`src/rtl/des_block_packer_pkg.sv`:
```
// Shared sizes, fill value and RX state encoding for the DES byte/block adapter.
package des_io_pkg;

    localparam int unsigned BLOCK_BYTES = 8;
    localparam int unsigned BYTE_W      = 8;
    localparam int unsigned BW          = BLOCK_BYTES * BYTE_W;
    localparam int unsigned CNT_W       = $clog2(BLOCK_BYTES + 1);

    localparam logic [BYTE_W-1:0] TX_FILL = 8'hFF;

    typedef enum logic [1:0] {
        RX_IDLE    = 2'd0,
        RX_COLLECT = 2'd1,
        RX_DELIVER = 2'd2
    } rx_state_t;

endpackage

```
`src/rtl/des_block_packer_tx_byte_serializer.sv`:
```
// Returns a loaded 64-bit block to the I2C slave one byte per request, MSB byte first.
module tx_byte_serializer
    import des_io_pkg::*;
(
    input  logic              clk,
    input  logic              n_rst,
    input  logic              load,
    input  logic [BW-1:0]     block,
    input  logic              clear,
    input  logic              req,
    output logic [BYTE_W-1:0] tx_byte,
    output logic              tx_empty,
    output logic              tx_underrun
);

    logic [BW-1:0]     sr, sr_nxt;
    logic [CNT_W-1:0]  cnt, cnt_nxt;
    logic [BYTE_W-1:0] byte_nxt;
    logic              empty_nxt;
    logic              underrun_nxt;

    always_ff @(posedge clk or negedge n_rst) begin
        if (!n_rst) begin
            sr          <= '0;
            cnt         <= '0;
            tx_byte     <= TX_FILL;
            tx_empty    <= 1'b1;
            tx_underrun <= 1'b0;
        end else begin
            sr          <= sr_nxt;
            cnt         <= cnt_nxt;
            tx_byte     <= byte_nxt;
            tx_empty    <= empty_nxt;
            tx_underrun <= underrun_nxt;
        end
    end

    // Priority: load, then stop-clear, then byte request.
    always_comb begin
        sr_nxt       = sr;
        cnt_nxt      = cnt;
        byte_nxt     = tx_byte;
        empty_nxt    = tx_empty;
        underrun_nxt = 1'b0;
        if (load) begin
            sr_nxt    = block;
            cnt_nxt   = CNT_W'(BLOCK_BYTES);
            byte_nxt  = block[BW-1 -: BYTE_W];
            empty_nxt = 1'b0;
        end else if (clear) begin
            cnt_nxt   = '0;
            empty_nxt = 1'b1;
            byte_nxt  = TX_FILL;
        end else if (req) begin
            if (cnt > CNT_W'(1)) begin
                sr_nxt   = {sr[BW-BYTE_W-1:0], BYTE_W'(0)};
                cnt_nxt  = cnt - CNT_W'(1);
                byte_nxt = sr[BW-BYTE_W-1 -: BYTE_W];
            end else if (cnt == CNT_W'(1)) begin
                cnt_nxt   = '0;
                empty_nxt = 1'b1;
                byte_nxt  = TX_FILL;
            end else begin
                underrun_nxt = 1'b1;
            end
        end
    end

endmodule

```
`src/rtl/des_block_packer.sv`:
```
// Byte/block adapter between the I2C slave and main_sram: packs RX bytes into
// 64-bit blocks and hands DES results back byte by byte.
module des_block_packer
    import des_io_pkg::*;
(
    input  logic              clk,
    input  logic              n_rst,
    input  logic              rx_byte_valid,
    input  logic [BYTE_W-1:0] rx_byte,
    input  logic              i2c_start,
    input  logic              i2c_stop,
    input  logic              output_load_enable,
    input  logic [BW-1:0]     tx_block,
    input  logic              tx_byte_req,
    output logic [BW-1:0]     rx_block,
    output logic              data_ready,
    output logic              frame_error,
    output logic [BYTE_W-1:0] tx_byte,
    output logic              tx_empty,
    output logic              tx_underrun
);

    rx_state_t        state, state_nxt;
    logic [CNT_W-1:0] rx_cnt, rx_cnt_nxt;
    logic [BW-1:0]    rx_sr, rx_sr_nxt, rx_block_nxt;
    logic             data_ready_nxt, frame_error_nxt;
    logic [CNT_W-1:0] cnt_inc;
    logic             boundary;

    assign cnt_inc  = rx_cnt + CNT_W'(1);
    assign boundary = i2c_start | i2c_stop;

    always_ff @(posedge clk or negedge n_rst) begin
        if (!n_rst) begin
            state       <= RX_IDLE;
            rx_cnt      <= '0;
            rx_sr       <= '0;
            rx_block    <= '0;
            data_ready  <= 1'b0;
            frame_error <= 1'b0;
        end else begin
            state       <= state_nxt;
            rx_cnt      <= rx_cnt_nxt;
            rx_sr       <= rx_sr_nxt;
            rx_block    <= rx_block_nxt;
            data_ready  <= data_ready_nxt;
            frame_error <= frame_error_nxt;
        end
    end

    // A completing byte wins over a coincident boundary; any other boundary drops the partial block.
    always_comb begin
        state_nxt       = state;
        rx_cnt_nxt      = rx_cnt;
        rx_sr_nxt       = rx_sr;
        rx_block_nxt    = rx_block;
        data_ready_nxt  = 1'b0;
        frame_error_nxt = 1'b0;
        if (state == RX_DELIVER) begin
            state_nxt = RX_IDLE;
        end
        if (rx_byte_valid) begin
            rx_sr_nxt = {rx_sr[BW-BYTE_W-1:0], rx_byte};
            if (cnt_inc == CNT_W'(BLOCK_BYTES)) begin
                rx_block_nxt   = rx_sr_nxt;
                rx_cnt_nxt     = '0;
                state_nxt      = RX_DELIVER;
                data_ready_nxt = 1'b1;
            end else if (boundary) begin
                rx_cnt_nxt      = '0;
                state_nxt       = RX_IDLE;
                frame_error_nxt = 1'b1;
            end else begin
                rx_cnt_nxt = cnt_inc;
                state_nxt  = RX_COLLECT;
            end
        end else if (boundary && (rx_cnt != '0)) begin
            rx_cnt_nxt      = '0;
            state_nxt       = RX_IDLE;
            frame_error_nxt = 1'b1;
        end
    end

    tx_byte_serializer u_tx (
        .clk         (clk),
        .n_rst       (n_rst),
        .load        (output_load_enable),
        .block       (tx_block),
        .clear       (i2c_stop),
        .req         (tx_byte_req),
        .tx_byte     (tx_byte),
        .tx_empty    (tx_empty),
        .tx_underrun (tx_underrun)
    );

endmodule

```
`config.mk`:
```
export PLATFORM = sky130hd
export DESIGN_NAME = des_block_packer
export DESIGN_NICKNAME = d
export VERILOG_FILES = /design/src/rtl/des_block_packer_pkg.sv /design/src/rtl/des_block_packer_tx_byte_serializer.sv /design/src/rtl/des_block_packer.sv
export SDC_FILE = /design/constraint.sdc
export NUM_CORES = 1
export LEC_CHECK = 0
export ABC_AREA = 1
export CAP_MARGIN = 30
export CORE_MARGIN = 1
export CORE_UTILIZATION = 44
export CTS_CLUSTER_SIZE = 40
export DETAILED_ROUTE_END_ITERATION = 16
export GPL_TIMING_DRIVEN = 0
export PLACE_DENSITY = 0.67
export SETUP_SLACK_MARGIN = 0.02
export SLEW_MARGIN = 20
export SYNTH_ARGS = -nofsm -noshare
export SYNTH_HDL_FRONTEND = slang
export SYNTH_SLANG_ARGS = --single-unit
```
`constraint.sdc`:
```
create_clock -name clk -period 1.8 [get_ports clk]
set_input_delay 0.45 -clock clk [delete_from_list [all_inputs] [get_ports clk]]
set_output_delay 0.45 -clock clk [all_outputs]
set_load 0.02 [all_outputs]
```
---- After elaboration in Yosys (flattened, before gate mapping) ----
Index checks and enable logic that the tools add are counted.
storage, ports and cells
  input bits .............................. 79
  output and inout port bits .............. 76
  bits in registers ....................... 196
cells by class
  equal/unequal tests ..................... 4
  muxes and demuxes ....................... 34
  bitwise logic cells ..................... 1
  magnitude comparators ................... 1
  add/subtract/negate cells ............... 2
  reduce and logical (&&, ||, !) cells .... 12
operator list
  operator                                             count
  2-to-1 mux 56 bit                                    4
  2-to-1 mux 8 bit                                     5
  2-to-1 mux 4 bit                                     9
  2-to-1 mux 1 bit                                     16
  nonzero test 4 bit                                   2
  AND reduction 3 bit                                  2
  nonzero test 2 bit                                   3
  nonzero test 3 bit                                   2
  adder 4 x 1 -> 4 bit, second input constant          1
  equality test 4 x 1 -> 1 bit, second input constant  1
  equality test 4 bit, second input constant           1
  > comparator 4 x 1 -> 1 bit, second input constant   1
  AND reduction 2 bit                                  2
  subtractor 4 x 1 -> 4 bit, second input constant     1
  != test 3 bit, second input constant                 1
  != test 2 x 1 -> 1 bit, second input constant        1
  logical AND 1 bit                                    1
  OR 1 bit                                             1

---- Longest topological paths before layout ----
  depth in word-level cells ............... 6
  gate-level depth with buffers ........... 10
  depth with buffers taken out ............ 9

---- By module ----
From an unflattened synthesis, not the netlist that was laid out.
second synthesis, totals
  cells, all modules ...................... 1032
  area, all modules ....................... 8613.3 µm²
modules (own cells, without submodules)
  module              area an instance (µm²)  cells an instance  sequential area each (µm²)  times used
  des_block_packer    5069.9                  542                3153.0                      1
  tx_byte_serializer  3543.4                  490                1762.9                      1

---- Least setup slack after synthesis ----
Ideal clock, no wire load.
  path type ............................... register to register
  start point ............................. reg u_tx.cnt[0]
  end point ............................... reg u_tx.sr[47]
  slack ................................... 295 ps
  library setup time ...................... 116 ps
  data arrival time ....................... 1388 ps
  clock period less this slack ............ 1505 ps
  stages on the path, launching flop included .. 11
  path buffers ............................ 2
  path through ............................ dfrtp_1 > inv_1 > ha_1 > o21ai_1 > inv_1 > nand2_1 > nand3_2 > buf_4 > buf_4 > nand2_1 > nand2_1
between the ends
  word-level cells in the longest chain between the ends .. 3
RTL lines
  what                           line                                       RTL
  start: declaration             des_block_packer_tx_byte_serializer.sv:17  logic [CNT_W-1:0] cnt, cnt_nxt;
  start signal: assignment       des_block_packer_tx_byte_serializer.sv:31  cnt <= cnt_nxt;
  > comparator 4 x 1 -> 1 bit    des_block_packer_tx_byte_serializer.sv:55  if (cnt > CNT_W'(1)) begin
  nonzero test 2 bit (no line)   -
  AND reduction 3 bit (no line)  -
  end signal: assignment         des_block_packer_tx_byte_serializer.sv:30  sr <= sr_nxt;
  end: declaration               des_block_packer_tx_byte_serializer.sv:16  logic [BW-1:0] sr, sr_nxt;
No other way between the ends.
A chain may end at the register's enable or synchronous reset.

---- Worst setup path in the final report ----
  start point ............................. reg u_tx.tx_byte[5]
  end point ............................... out tx_byte[5]
RTL lines
  what                      line                                       RTL
  start: declaration        des_block_packer_tx_byte_serializer.sv:11  output logic [BYTE_W-1:0] tx_byte,
  start signal: assignment  des_block_packer_tx_byte_serializer.sv:32  tx_byte <= byte_nxt;
  end: declaration          des_block_packer.sv:18                     output logic [BYTE_W-1:0] tx_byte,
No word-level cell between the ends.

==> Implementation_results.wiki <==
{| class="wikitable"
! Metric !! Value
|-
| Post-synthesis instance area || between 8000 and 9000 um^2
|-
| Master cell of the clock root buffer || clkbuf_16
|-
| Worst slew slack as a fraction of its limit || 0.625
|-
| Sequential element share of the synthesized area || 0.585
|-
| Part of the power in the clock network || 0.371
|-
| Critical Path Source Type || flip-flop
|-
| Total Negative Setup Slacks || 0 ns
|-
| Maximum count of clock buffers along a single path || 2
|-
| Number of distinct library cells after synthesis || 26
|-
| Global-route total usage across every layer || 0.216
|-
| Setup slack, reg-to-reg || 0.16 ns
|-
| Width of the die || 140 um
|-
| Achievable Freq || 577 MHz
|-
| Most frequent cells in the layout || 474 x nand2_1, 185 x dfrtp_1, 77 x clkdlybuf4s50_1, 72 x inv_1, 71 x dlygate4sd2_1
|-
| CTS H-Tree Depth || 4
|-
| Iteration-0 DRC Markers || 402
|-
| Total Power Consumption || 10.5 mW
|-
| Clock tree from TritonCTS || done
|-
| Vias in the first global route || 6610
|-
| RSZ-0062 raised after global routing || no
|-
| CP required || 1.35 ns
|-
| Combinational share of power || 0.137
|-
| Met2 track demand over resource in global routing || 0.338
|-
| Int Power || 7.63 mW
|-
| Final cycle utilization of the critical path || 0.963
|-
| Synth Flop Type || dfrtp_1
|-
| Leakage power summed over all cells || 5.72 nW
|-
| Number of synthesized register bits || 196
|-
| Worst setup path category || reg2out
|-
| Share of flip-flops with an asynchronous set or reset after synthesis || 1.00
|-
| Nets || 1246
|-
| Count of antenna diodes in the layout || 0
|-
| Data arrival time of the critical path || 1.28 ns
|-
| Yosys warning count || 0
|-
| Floorplan die area || 19700 um^2
|-
| Avg Vias per Cell || 4.88
|-
| Pin count of the biggest net entering global routing || 102
|-
| Global routing usage on met1 || 0.305
|-
| Dpl cell area || 10300 um^2
|-
| # hold bufs at CTS || 0
|-
| Number of filler cells placed in the layout || 1693
|-
| Worst ir drop on vdd || 0.725 mV
|-
| Sequential fraction of design power || 0.491
|-
| Met3 Resource Use GR || 0.0421
|-
| Layout cell share with drive strength beyond 1 || 0.108
|-
| Global-route congestion overflow total || 0
|-
| Number of failing hold endpoints at the final stage || 0
|-
| Maxcap violations || 0
|-
| P&R area growth vs syn || 28.9%
|-
| Sort of element at the end of the critical path || primary output
|-
| Net Sw Power || between 2 and 3 mW
|-
| Least-Margin Pin Slew || 0.562 ns
|-
| Count of flip-flops with a built-in enable after synthesis || 0
|-
| Non-Filler Cell Area, Final || 10800 um^2
|-
| Number of antenna violations at the first check in global routing || 0
|-
| Filler-free cell count of the finished design || 1409
|-
| Total length of routed wires || a little over 20 mm
|-
| Total I/O pin count || 155
|-
| Average size of a mapped cell || 8.53 um^2
|-
| Most Crowded Layer GR || met2
|-
| Mean routed wirelength per cell || 14.4 um
|-
| Post-Route Skew || 0.00968 ns
|-
| Net Sw Frac || 0.271
|-
| Clock transition time at the flip-flop clock pins of the worst setup and hold paths || 0.07 ns
|-
| Area of the core region || 18700 um^2
|-
| Number of max-slew violations in the final report || 0
|-
| Final core utilization || 0.579
|-
| Cell at the slowest stage of the critical path || dfstp_2
|-
| Num rows || 50
|-
| Cell Pwr Density || ~970 nW/um^2
|-
| Crit path cell chain || dlygate4sd2_1
|-
| Routability cong. || 0.829
|-
| Class of the tightest hold or removal check || in2async
|-
| Vias post-DR || about 6900
|-
| Chip height || 140 um
|-
| Drc violations || 0
|-
| Wire length of the first global-routing pass || 33.1 mm
|-
| Synthesized net count || 1070
|-
| Router iterations before antenna repair || 7
|-
| Result of the run || finished, final reports clean
|-
| Slowest Stage Delay on Critical Path || 0.53 ns
|-
| Commonest non-fill, non-tap cell in the layout || nand2_1
|-
| Final Setup Violations || 0
|-
| Post-detailed-route count of antenna-violating nets || 0
|-
| Dominant delay contributor by cell family on the critical path || flip-flops
|-
| Detail Placement HPWL || 14.4 mm
|-
| Post-Place Cells || 1376
|-
| Effective utilization at floorplan || 0.449
|-
| Number of clock sinks || 196
|-
| # port buffers || 154
|-
| Number of buffers added by the clock tree synthesis step || 17
|-
| Synthesized instance count || 986
|-
| Clock insertion delay at the later pin of the skew report || roughly 0.43 ns
|-
| Buffers and inverters on the worst path || 1
|-
| Final critical-path required period || 1.73 ns
|-
| Worst-path maximum fanout || 2
|}
-- cell families (layout without fill, tap and decap cells) --
logic type / count (synthesis) / in the layout / share of synthesized area
compound gates: 127 / 127 / 0.0827
flops: 196 / 196 / 0.585
xor+xnor: 1 / 1 / 0.00104
simple gates: 530 / 530 / 0.253
buf+inv: 127 / 316 / 0.0713
fa+ha+maj: 5 / 5 / 0.00744
-- area by class of cell --
cell class / count / area (um^2) / area share
clock buffer: 20 / 457 / 0.0421
sequential: 196 / 4920 / 0.454
clock inverter: 12 / 145 / 0.0134
timing repair buffer: 157 / 1520 / 0.140
tap: 234 / 293 / 0.0270
multi-input combinational: 663 / 2900 / 0.267
inverter: 75 / 282 / 0.0260
buffer: 52 / 328 / 0.0303
-- power by group through the flow --
stage	combinational [mW]	sequential [mW]	clock (mW)
4_1_cts	1.45	5.14	3.97
3_3_place_gp	1.42	5.22	0
3_5_place_dp	1.46	5.22	0
2_1_floorplan	0.827	5.20	0
5_1_grt	1.65	5.20	4.14
6_report	1.43	5.14	3.88
-- registers in the layout, indices dropped and copies added, names as in the netlist --
register,count
frame_error,1
data_ready,1
rx_cnt,4
u_tx.sr,56
u_tx.tx_byte,8
u_tx.cnt,4
u_tx.tx_empty,1
u_tx.tx_underrun,1
rx_block,64
rx_sr,56
-- cell usage after synthesis (3+ instances only) --
| master | instances | area [um^2] |
|---|---|---|
| o21ai_0 | 67 | 335 |
| dfstp_2 | 9 | 236 |
| ha_1 | 5 | 62.6 |
| inv_2 | 3 | 11.3 |
| nand3b_1 | 8 | 60.1 |
| nand2_1 | 474 | 1780 |
| o21ai_2 | 16 | 140 |
| buf_6 | 11 | 124 |
| or2_2 | 6 | 37.5 |
| nor2_1 | 10 | 37.5 |
| inv_1 | 72 | 270 |
| buf_2 | 20 | 100 |
| a21oi_1 | 3 | 15.0 |
| nand2_2 | 6 | 37.5 |
| buf_4 | 4 | 30.0 |
| dfrtp_1 | 187 | 4680 |
| clkbuf_1 | 17 | 63.8 |
| nand4_1 | 12 | 75.1 |
| o21ai_1 | 41 | 205 |
| nand3_1 | 8 | 40.0 |
-- per-stage QoR --
step | setup WS (ns) | hold slack (ns)
6_report | 0.0669 | 0.0268
3_5_place_dp | -0.367 | 0.459
3_3_place_gp | -8.00 | 0.454
5_1_grt | 0.0207 | 0.0541
2_1_floorplan | 0.295 | 0.154
4_1_cts | 0.0285 | 0.0472
-- timing repair --
action,in CTS,in global routing
cloned,0,0
setup endpoints to repair,76,94
endpoints found under the hold margin,0,0
gates resized for setup,77,25
setup buffers,0,1
pin swaps,0,1
-- routing by layer --
metal  routed length (um)  vias to the layer above
met3                  838                       16
met5                    0                        -
li1                     -                     3420
met4                  229                        0
met1                 9650                     3285
met2                 9540                      155
-- path summary, 6_finish.rpt --
kind / from / end / cells past startpoint
max: u_tx.tx_byte[5] / tx_byte[5] / 1
min: n_rst / rx_block[61] / 2
max reg2reg: rx_cnt[0] / rx_block[21] / 9
min reg2reg: u_tx.tx_byte[2] / u_tx.tx_byte[2] / 2
max in group asynchronous: n_rst / u_tx.sr[12] / 3
min in group clk: u_tx.tx_byte[2] / u_tx.tx_byte[2] / 2
Power figures use the tool's default switching activity.
